File: src/rtl/fire8_squeeze_ofm_writer.sv
`default_nettype none
// ============================================================================
// Module   : fire8_squeeze_ofm_writer
// Purpose  : Captures one pixel vector of DSP_NO channel results from the
//            fire8 squeeze layer and drains it, one channel per cycle, into a
//            channel-major feature-map RAM. Raises ram_feedback once all
//            WOUT*WOUT pixels of the layer have been written.
// Revision : 1.0  initial release
// ============================================================================
module fire8_squeeze_ofm_writer #(
  parameter  int WIDTH  = 16,
  parameter  int DSP_NO = 112,
  parameter  int WOUT   = 8,
  localparam int PIX    = WOUT * WOUT,
  localparam int ADDR_W = $clog2(DSP_NO * PIX)
) (
  input  logic              clk,
  input  logic              rst_n,
  input  logic              sample,
  input  logic [WIDTH-1:0]  ofm [DSP_NO],
  output logic              ram_we,
  output logic [ADDR_W-1:0] ram_addr,
  output logic [WIDTH-1:0]  ram_din,
  output logic              ram_feedback,
  output logic              busy,
  output logic              overrun_err
);

  // Channel counter needs at least one bit even for a single-channel build.
  localparam int CH_W  = (DSP_NO > 1) ? $clog2(DSP_NO) : 1;
  // One extra bit so pix can sit at its terminal value PIX after the map.
  localparam int PIX_W = $clog2(PIX) + 1;

  localparam logic [CH_W-1:0]  CH_LAST  = CH_W'(DSP_NO - 1);
  localparam logic [CH_W-1:0]  CH_ZERO  = '0;
  localparam logic [PIX_W-1:0] PIX_LAST = PIX_W'(PIX - 1);

  typedef enum logic [1:0] {
    IDLE  = 2'd0,
    DRAIN = 2'd1,
    DONE  = 2'd2
  } state_t;

  state_t            state;
  logic [CH_W-1:0]   ch;      // channel whose word is on ram_din this cycle
  logic [PIX_W-1:0]  pix;     // pixel currently being drained
  logic [WIDTH-1:0]  shadow [DSP_NO];

  logic [CH_W-1:0]   ch_inc;
  logic [PIX_W-1:0]  pix_inc;
  logic              last_ch;
  logic              last_pix;
  logic              capture;

  assign ch_inc   = ch + CH_W'(1);
  assign pix_inc  = pix + PIX_W'(1);
  assign last_ch  = (ch == CH_LAST);
  assign last_pix = (pix == PIX_LAST);

  // A new vector is taken when idle, or in the final drain cycle of a pixel
  // that does not finish the map (seamless back-to-back pixels).
  assign capture = sample &&
                   ((state == IDLE) ||
                    ((state == DRAIN) && last_ch && !last_pix));

  // Channel-major address: channel c, pixel p lives at c*PIX + p.
  function automatic logic [ADDR_W-1:0] addr_of(input logic [CH_W-1:0]  c,
                                                 input logic [PIX_W-1:0] p);
    return ADDR_W'(c) * ADDR_W'(PIX) + ADDR_W'(p);
  endfunction

  // Shadow buffer holds the captured vector; deliberately not reset.
  always_ff @(posedge clk) begin
    if (capture) begin
      shadow <= ofm;
    end
  end

  // Control FSM and registered RAM-side outputs. The first word of a captured
  // vector is taken straight from ofm so the write lands in the next cycle.
  always_ff @(posedge clk or negedge rst_n) begin
    if (!rst_n) begin
      state        <= IDLE;
      ch           <= '0;
      pix          <= '0;
      ram_we       <= 1'b0;
      ram_addr     <= '0;
      ram_din      <= '0;
      ram_feedback <= 1'b0;
      busy         <= 1'b0;
      overrun_err  <= 1'b0;
    end else begin
      ram_we <= 1'b0;
      case (state)
        IDLE: begin
          if (sample) begin
            state    <= DRAIN;
            busy     <= 1'b1;
            ch       <= '0;
            ram_we   <= 1'b1;
            ram_addr <= addr_of(CH_ZERO, pix);
            ram_din  <= ofm[0];
          end
        end

        DRAIN: begin
          if (!last_ch) begin
            // Mid-pixel: a new sample cannot be held, so it is dropped.
            if (sample) begin
              overrun_err <= 1'b1;
            end
            ch       <= ch_inc;
            ram_we   <= 1'b1;
            ram_addr <= addr_of(ch_inc, pix);
            ram_din  <= shadow[ch_inc];
          end else begin
            ch  <= '0;
            pix <= pix_inc;
            if (last_pix) begin
              state        <= DONE;
              busy         <= 1'b0;
              ram_feedback <= 1'b1;
              if (sample) begin
                overrun_err <= 1'b1;
              end
            end else if (sample) begin
              ram_we   <= 1'b1;
              ram_addr <= addr_of(CH_ZERO, pix_inc);
              ram_din  <= ofm[0];
            end else begin
              state <= IDLE;
              busy  <= 1'b0;
            end
          end
        end

        DONE: begin
          ram_feedback <= 1'b1;
          if (sample) begin
            overrun_err <= 1'b1;
          end
        end

        default: begin
          state <= IDLE;
          busy  <= 1'b0;
        end
      endcase
    end
  end

endmodule
`default_nettype wire

File: config.mk
export PLATFORM = sky130hd
export DESIGN_NAME = fire8_squeeze_ofm_writer
export DESIGN_NICKNAME = d
export VERILOG_FILES = /design/src/rtl/fire8_squeeze_ofm_writer.sv
export SDC_FILE = /design/constraint.sdc
export NUM_CORES = 2
export LEC_CHECK = 0
export ABC_AREA = 1
export CORE_AREA = 2 2 720 722
export CTS_CLUSTER_DIAMETER = 60
export DETAILED_ROUTE_END_ITERATION = 8
export DIE_AREA = 0 0 722 724
export PLACE_DENSITY = 0.43
export SYNTH_ARGS = -nofsm -noshare
export SYNTH_HDL_FRONTEND = slang
export SYNTH_SLANG_ARGS = --single-unit
File: constraint.sdc
create_clock -name clk -period 282.7 [get_ports clk]
set_clock_uncertainty 0.1 [all_clocks]
set_input_delay 84.81 -clock clk [delete_from_list [all_inputs] [get_ports clk]]
set_output_delay 84.81 -clock clk [all_outputs]
set_load 0.01 [all_outputs]
# [Word level (Yosys, flattened, before mapping)]
# Index checks and enable logic that the tools add are counted.
[op_classes] reduce_logical=15 n_lt_le_gt_ge=1 n_shift=0 mux=36 bitwise_logic=2 n_eq_ne=11 mul=0 n_addsub=3 div_mod_pow=0
[ops] op="$bmux W16 S7" count=1
[ops] op="$mux W16" count=5
[ops] op="$mux W13" count=4
[ops] op="$pmux W16 S2" count=1
[ops] op="$pmux W13 S2" count=1
[ops] op="$add A7 B1 Y7 const B" count=2
[ops] op="$mux W7" count=2
[ops] op="$pmux W7 S2" count=1
[ops] op="$add A13 B7 Y13" count=1
[ops] op="$mux W1" count=12
[ops] op="$ne A3 B3 Y1 const B" count=4
[ops] op="$ge A8 B8 Y1 const B" count=1
[ops] op="$mux W2" count=4
[ops] op="$not A7 Y8" count=1
[ops] op="$reduce_and A2 Y1" count=4
[ops] op="$reduce_and A4 Y1" count=2
[ops] op="$eq A7 B6 Y1 const B" count=1
[ops] op="$eq A7 B7 Y1 const B" count=1
[ops] op="$ne A2 B2 Y1 const B" count=3
[ops] op="$pmux W1 S2" count=3
[ops] op="$pmux W2 S3" count=1
[ops] op="$reduce_bool A2 Y1" count=2
[ops] op="$logic_and A1 B1 Y1" count=3
[ops] op="$pmux W1 S3" count=1
[ops] op="other kinds (7)" count=7
[word_totals] rom_bits=0 n_memories=0 ff_bits=1841 word_cells=189 mem_bits_rw=0 out_inout_bits=33 latchBits=0

# [Depth between registers and ports, before layout]
[depth] ltp_word=7 depth_mapped=18

# [Worst setup path before layout]
# No wires, ideal clock.
[synth_timing] kind="input -> register" from="input sample" to="register shadow[0] (netlist bit), enable pin" setup_slack_ps=67043 path_buffers=0 setup_ps=6447 cell_stages=2 t_arrival_ps=209111 path_cell_list="nand2_1 o21ai_0"
[synth_via] elab_chain_len=1
[synth_rtl] element="start: declaration" line="19" rtl="input logic sample,"
[synth_rtl] element="$logic_and A1 B1 Y1" line="62" rtl="assign capture = sample &&"
[synth_rtl] element="named net capture" line="53" rtl="logic capture;"
[synth_rtl] element="end signal: assignment" line="75" rtl="shadow <= ofm;"
[synth_rtl] element="end: declaration" line="47" rtl="logic [WIDTH-1:0] shadow [DSP_NO];"
# The timed path passes the listed nets, and every way through them passes these cells.
# A chain may end at the register's enable or synchronous reset.

# [Final worst setup path]
[layout_timing] from="input sample" to="register shadow[1088] (netlist bit), enable pin"
# Same word-level chain as after synthesis.

==> results summary <==
The run finished with clean final reports. The cell count of the worst reg-to-reg path is 15. The startpoint identified for the worst register-to-register timing path is ch[0]. Counting every instance in the synthesized netlist gives 6536. The net total in the final layout is 10155. The detailed-routed wire length on met2 is 205000 um. The static leakage came out at 39.2 nW. Setup repair after global routing left no endpoint under its margin. The post-synth design cell area is 0.0754 sq mm. Entering global routing, the biggest net connects 174 pins. TritonCTS built the clock tree. The clock-pin transition on the worst setup and hold timing paths came out at 50 ps. The clock reaches the later pin of the worst-skew pair after 930 ps. The proportion of power drawn by the clock network is 26.8%. The total count of max-transition violations in the final report is 0. The count of cells resized by post-cts repair came out at 0. The detail-routed net length per standard cell came out at 26.5 um.

The slew at the pin with the worst max-slew slack came out at 1290 ps. In this run the cell area measured after placement is 0.102 sq mm. The path class of the tightest hold or removal check is reg2reg. By startpoint and endpoint, the worst setup path is classified as in2reg. The detailed router finished its first iteration with 4973 violations. The count of final hold-check violations is 0. The total net switching power came out at 0.000581 W. The filler cells instantiated in the layout total 55709. The initial antenna violation count came to 217.

The net switching share of the total power is 46.3%. The setup TNS came out at 0 ps. The critical-path maximum fanout is 84. The post-route cell area came out at 0.111 sq mm. The remaining antenna violation count after routing came out at 0. Across all hold checks on the routed design, the worst slack comes to 363 ps.

The x dimension of the die came out at 722 um. The internal power contribution is 0.000675 W. Summed over all layers, the global routing overflow is 0.

In this run the mean area of a mapped cell was 11.5 sq um. The worst endpoint data arrival time came out at 92800 ps. During synthesis, Yosys emitted a total of 0 warnings.

The share of the clock period used by the worst path after layout is 32.7%. The number of clock buffers inserted by TritonCTS came out at 268. The maximum level of the CTS H-tree came out at 5.

The worst setup path startpoint is sample. The maximum vdd drop came out at 0.0102 mV. The number of iterations in the first detailed-routing pass is 6. The final count of negative-setup-slack endpoints is 0. The number of ports placed on the die boundary is 1828.

The number of global-route vias before repair was 56615. Global routing consumed, over all layers together, 14.9% of the routing resources. The number of vias after detailed routing is 58206. The endpoint kind of the worst setup timing path is a flip-flop. The share of synthesized area occupied by flip-flops and latches is 72.9%.

The worst setup path is launched from a primary input. The register-to-register setup slack is 272990 ps. The total area inside the core boundary comes to 0.515 sq mm.

The endpoint of the most critical setup path is shadow[1088]. After detailed routing, the wire length on met1 is 164000 um. The tool flagged a number of max-cap violations equal to 0.

The total power density per cell area is 11.3 mW/mm^2. The number of vias per cell came out at 3.76. The y dimension of the die came out at 724 um. CTS placed an instance of sky130_fd_sc_hd__clkbuf_16 at the clock tree root. Counting tap cells, the placed design contains a total of 14869 instances. The number of non-filler instances in the completed layout is 15471. Counting I/O delays and the setup requirement, the final critical path takes 92400 ps. The routed wire length is 411000 um. The register share of total power came out at 27.7%. The highest clock rate is 10.8 MHz.

The data required time of the worst path came out at 283100 ps. The maximum count of clock buffers along a single path came out at 4. Counting every sink on the clock net gives 1840. The number of nets in the synthesized netlist is 8335. The number of library cell types mapped by synthesis is 36. The routability congestion estimate from global placement came out at 0.826. The length of routed met3 wiring is 29600 um. Post-CTS timing repair inserted 0 buffers for setup. The growth of design area from synthesis to finish came out at 46.8%. The highest signal layer in the routed design is met5.

The die covers 0.523 sq mm. The end of the worst register-to-register path is shadow[1088]. The quantity of hold-fixing buffers added after cts came out at 0.

Summed over all nets, the half-perimeter wirelength after detailed placement is 314000 um. After floorplanning, the core was divided into 264 placement rows. The DRC violation count after routing came out at 0.

The global-route wire length before repair came out at 526000 um. The relative slew slack came out at 12.8%. The count of state elements after synthesis came out at 1840.

Cells with a size suffix above 1 make up 6.19% of the layout. The combinational power share came out at 45.5%. Measured on the finished design, the core utilization comes to 21.5%. In this run the tool buffered the top-level ports with 1827 buffer cells. The initial cell density of the core came out at 14.6%.
[Yosys cell counts, drive strengths merged]
cell type / instances / share of area [%]
inv: 452 / 2.2
a32o: 2 / 0.027
a41oi: 1 / 0.012
nand4: 4 / 0.033
a21boi: 1 / 0.010
edfxtp: 1792 / 71
and2: 2 / 0.017
o31ai: 1 / 0.010
ha: 4 / 0.066
a31oi: 2 / 0.017
buf: 182 / 1.2
o21bai: 1 / 0.010
nor2: 555 / 2.8
a21oi: 88 / 0.58
clkbuf: 216 / 1.1
a22o: 1 / 0.012
o22ai: 11 / 0.091
nor3: 2 / 0.013
nand3: 756 / 5.0
o21ai: 450 / 3.0
nand3b: 1 / 0.010
dfrtp: 48 / 1.6
xnor2: 4 / 0.056
o211ai: 207 / 2.1
xor2: 7 / 0.091
or2: 2 / 0.017
nand2: 1744 / 8.7
[sequential cells by signal, indices dropped and copies added (netlist names)]
name,count
ram_we,1
ch,7
ram_feedback,1
ram_addr,13
shadow,1792
overrun_err,1
state,2
ram_din,16
pix,7
[how the worst min path moves through the flow]
stage,endpoint,start,depth (start not counted)
4_1_cts,ram_feedback,ram_feedback,1
3_5_place_dp,ram_feedback,ram_feedback,1
2_1_floorplan,pix[5],pix[5],1
6_report,ram_feedback,ram_feedback,1
5_1_grt,ram_addr[0],ram_addr[0],2
3_3_place_gp,ram_feedback,ram_feedback,1
[cells by family (layout without fill, tap and decap cells)]
logic type	Yosys count	after routing	synth area share, %
AO/OA/AOI/OAI	765	765	5.82
XOR/XNOR	11	11	0.148
adder cells (fa/ha/maj)	4	4	0.0663
buffers and inverters	850	2877	4.48
flip-flops	1840	1840	72.9
other	0	125	0
AND/OR/NAND/NOR	3066	3066	16.6
[per-stage QoR]
step / setup slack [ps] / power (W)
after floorplan: 67040 / 0.000838
after global placement: 189390 / 0.000953
after detailed placement: 189350 / 0.000953
after CTS: 190370 / 0.00129
after global routing: 189850 / 0.00133
final: 190300 / 0.00126
[routing by layer]
layer / up-vias / track usage (%)
li1: 26433 / -
met1: 28729 / 18.1
met2: 2329 / 26.2
met3: 643 / 3.49
met4: 72 / 4.29
met5: - / 0
[power by group through the flow]
| stage | combinational, W | clock (W) | sequential, W |
|---|---|---|---|
| after global placement | 0.000600 | 0 | 0.000353 |
| after CTS | 0.000600 | 0.000345 | 0.000348 |
| after global routing | 0.000625 | 0.000354 | 0.000351 |
| after floorplan | 0.000270 | 0 | 0.000568 |
| final | 0.000571 | 0.000336 | 0.000348 |
| after detailed placement | 0.000599 | 0 | 0.000354 |
[cells in the final DEF, fill, tap and decap left out, types with 6 or more instances in the layout]
cell type,count
sky130_fd_sc_hd__a21oi_1,88
sky130_fd_sc_hd__buf_12,12
sky130_fd_sc_hd__buf_4,109
sky130_fd_sc_hd__bufinv_16,22
sky130_fd_sc_hd__clkbuf_1,50
sky130_fd_sc_hd__clkbuf_16,271
sky130_fd_sc_hd__clkdlybuf4s50_1,1826
sky130_fd_sc_hd__clkinv_1,41
sky130_fd_sc_hd__clkinv_16,6
sky130_fd_sc_hd__clkinv_2,31
sky130_fd_sc_hd__clkinv_4,8
sky130_fd_sc_hd__clkinvlp_4,14
sky130_fd_sc_hd__dfrtp_1,47
sky130_fd_sc_hd__diode_2,125
sky130_fd_sc_hd__edfxtp_1,1792
sky130_fd_sc_hd__inv_1,448
sky130_fd_sc_hd__inv_16,6
sky130_fd_sc_hd__inv_6,19
sky130_fd_sc_hd__nand2_1,1742
sky130_fd_sc_hd__nand3_1,756
sky130_fd_sc_hd__nor2_1,550
sky130_fd_sc_hd__o211ai_1,207
sky130_fd_sc_hd__o21ai_0,443
sky130_fd_sc_hd__o22ai_1,11
[worst max-delay path: stages]
cell                              delay (ps)
sky130_fd_sc_hd__clkdlybuf4s50_1         570
sky130_fd_sc_hd__buf_4                   360
sky130_fd_sc_hd__nand3_1                 270
sky130_fd_sc_hd__o21ai_4                 110
sky130_fd_sc_hd__buf_4                   740
sky130_fd_sc_hd__buf_4                   710
sky130_fd_sc_hd__buf_4                   660
sky130_fd_sc_hd__buf_4                   760
sky130_fd_sc_hd__buf_4                   810
sky130_fd_sc_hd__buf_4                   730
sky130_fd_sc_hd__buf_4                   850
sky130_fd_sc_hd__buf_4                   980
[final cells by class]
cell class	count	area, sq um	share of cell area, %
repair buffers	1948	19300	17.5
diodes	125	313	0.282
inverters	452	1720	1.55
multi-input cells	3846	17200	15.5
clock inverters	154	1720	1.55
flip-flops and latches	1840	55000	49.7
clock buffers	323	7000	6.32
well taps	6783	8490	7.66
(Power assumes the default switching activity.)
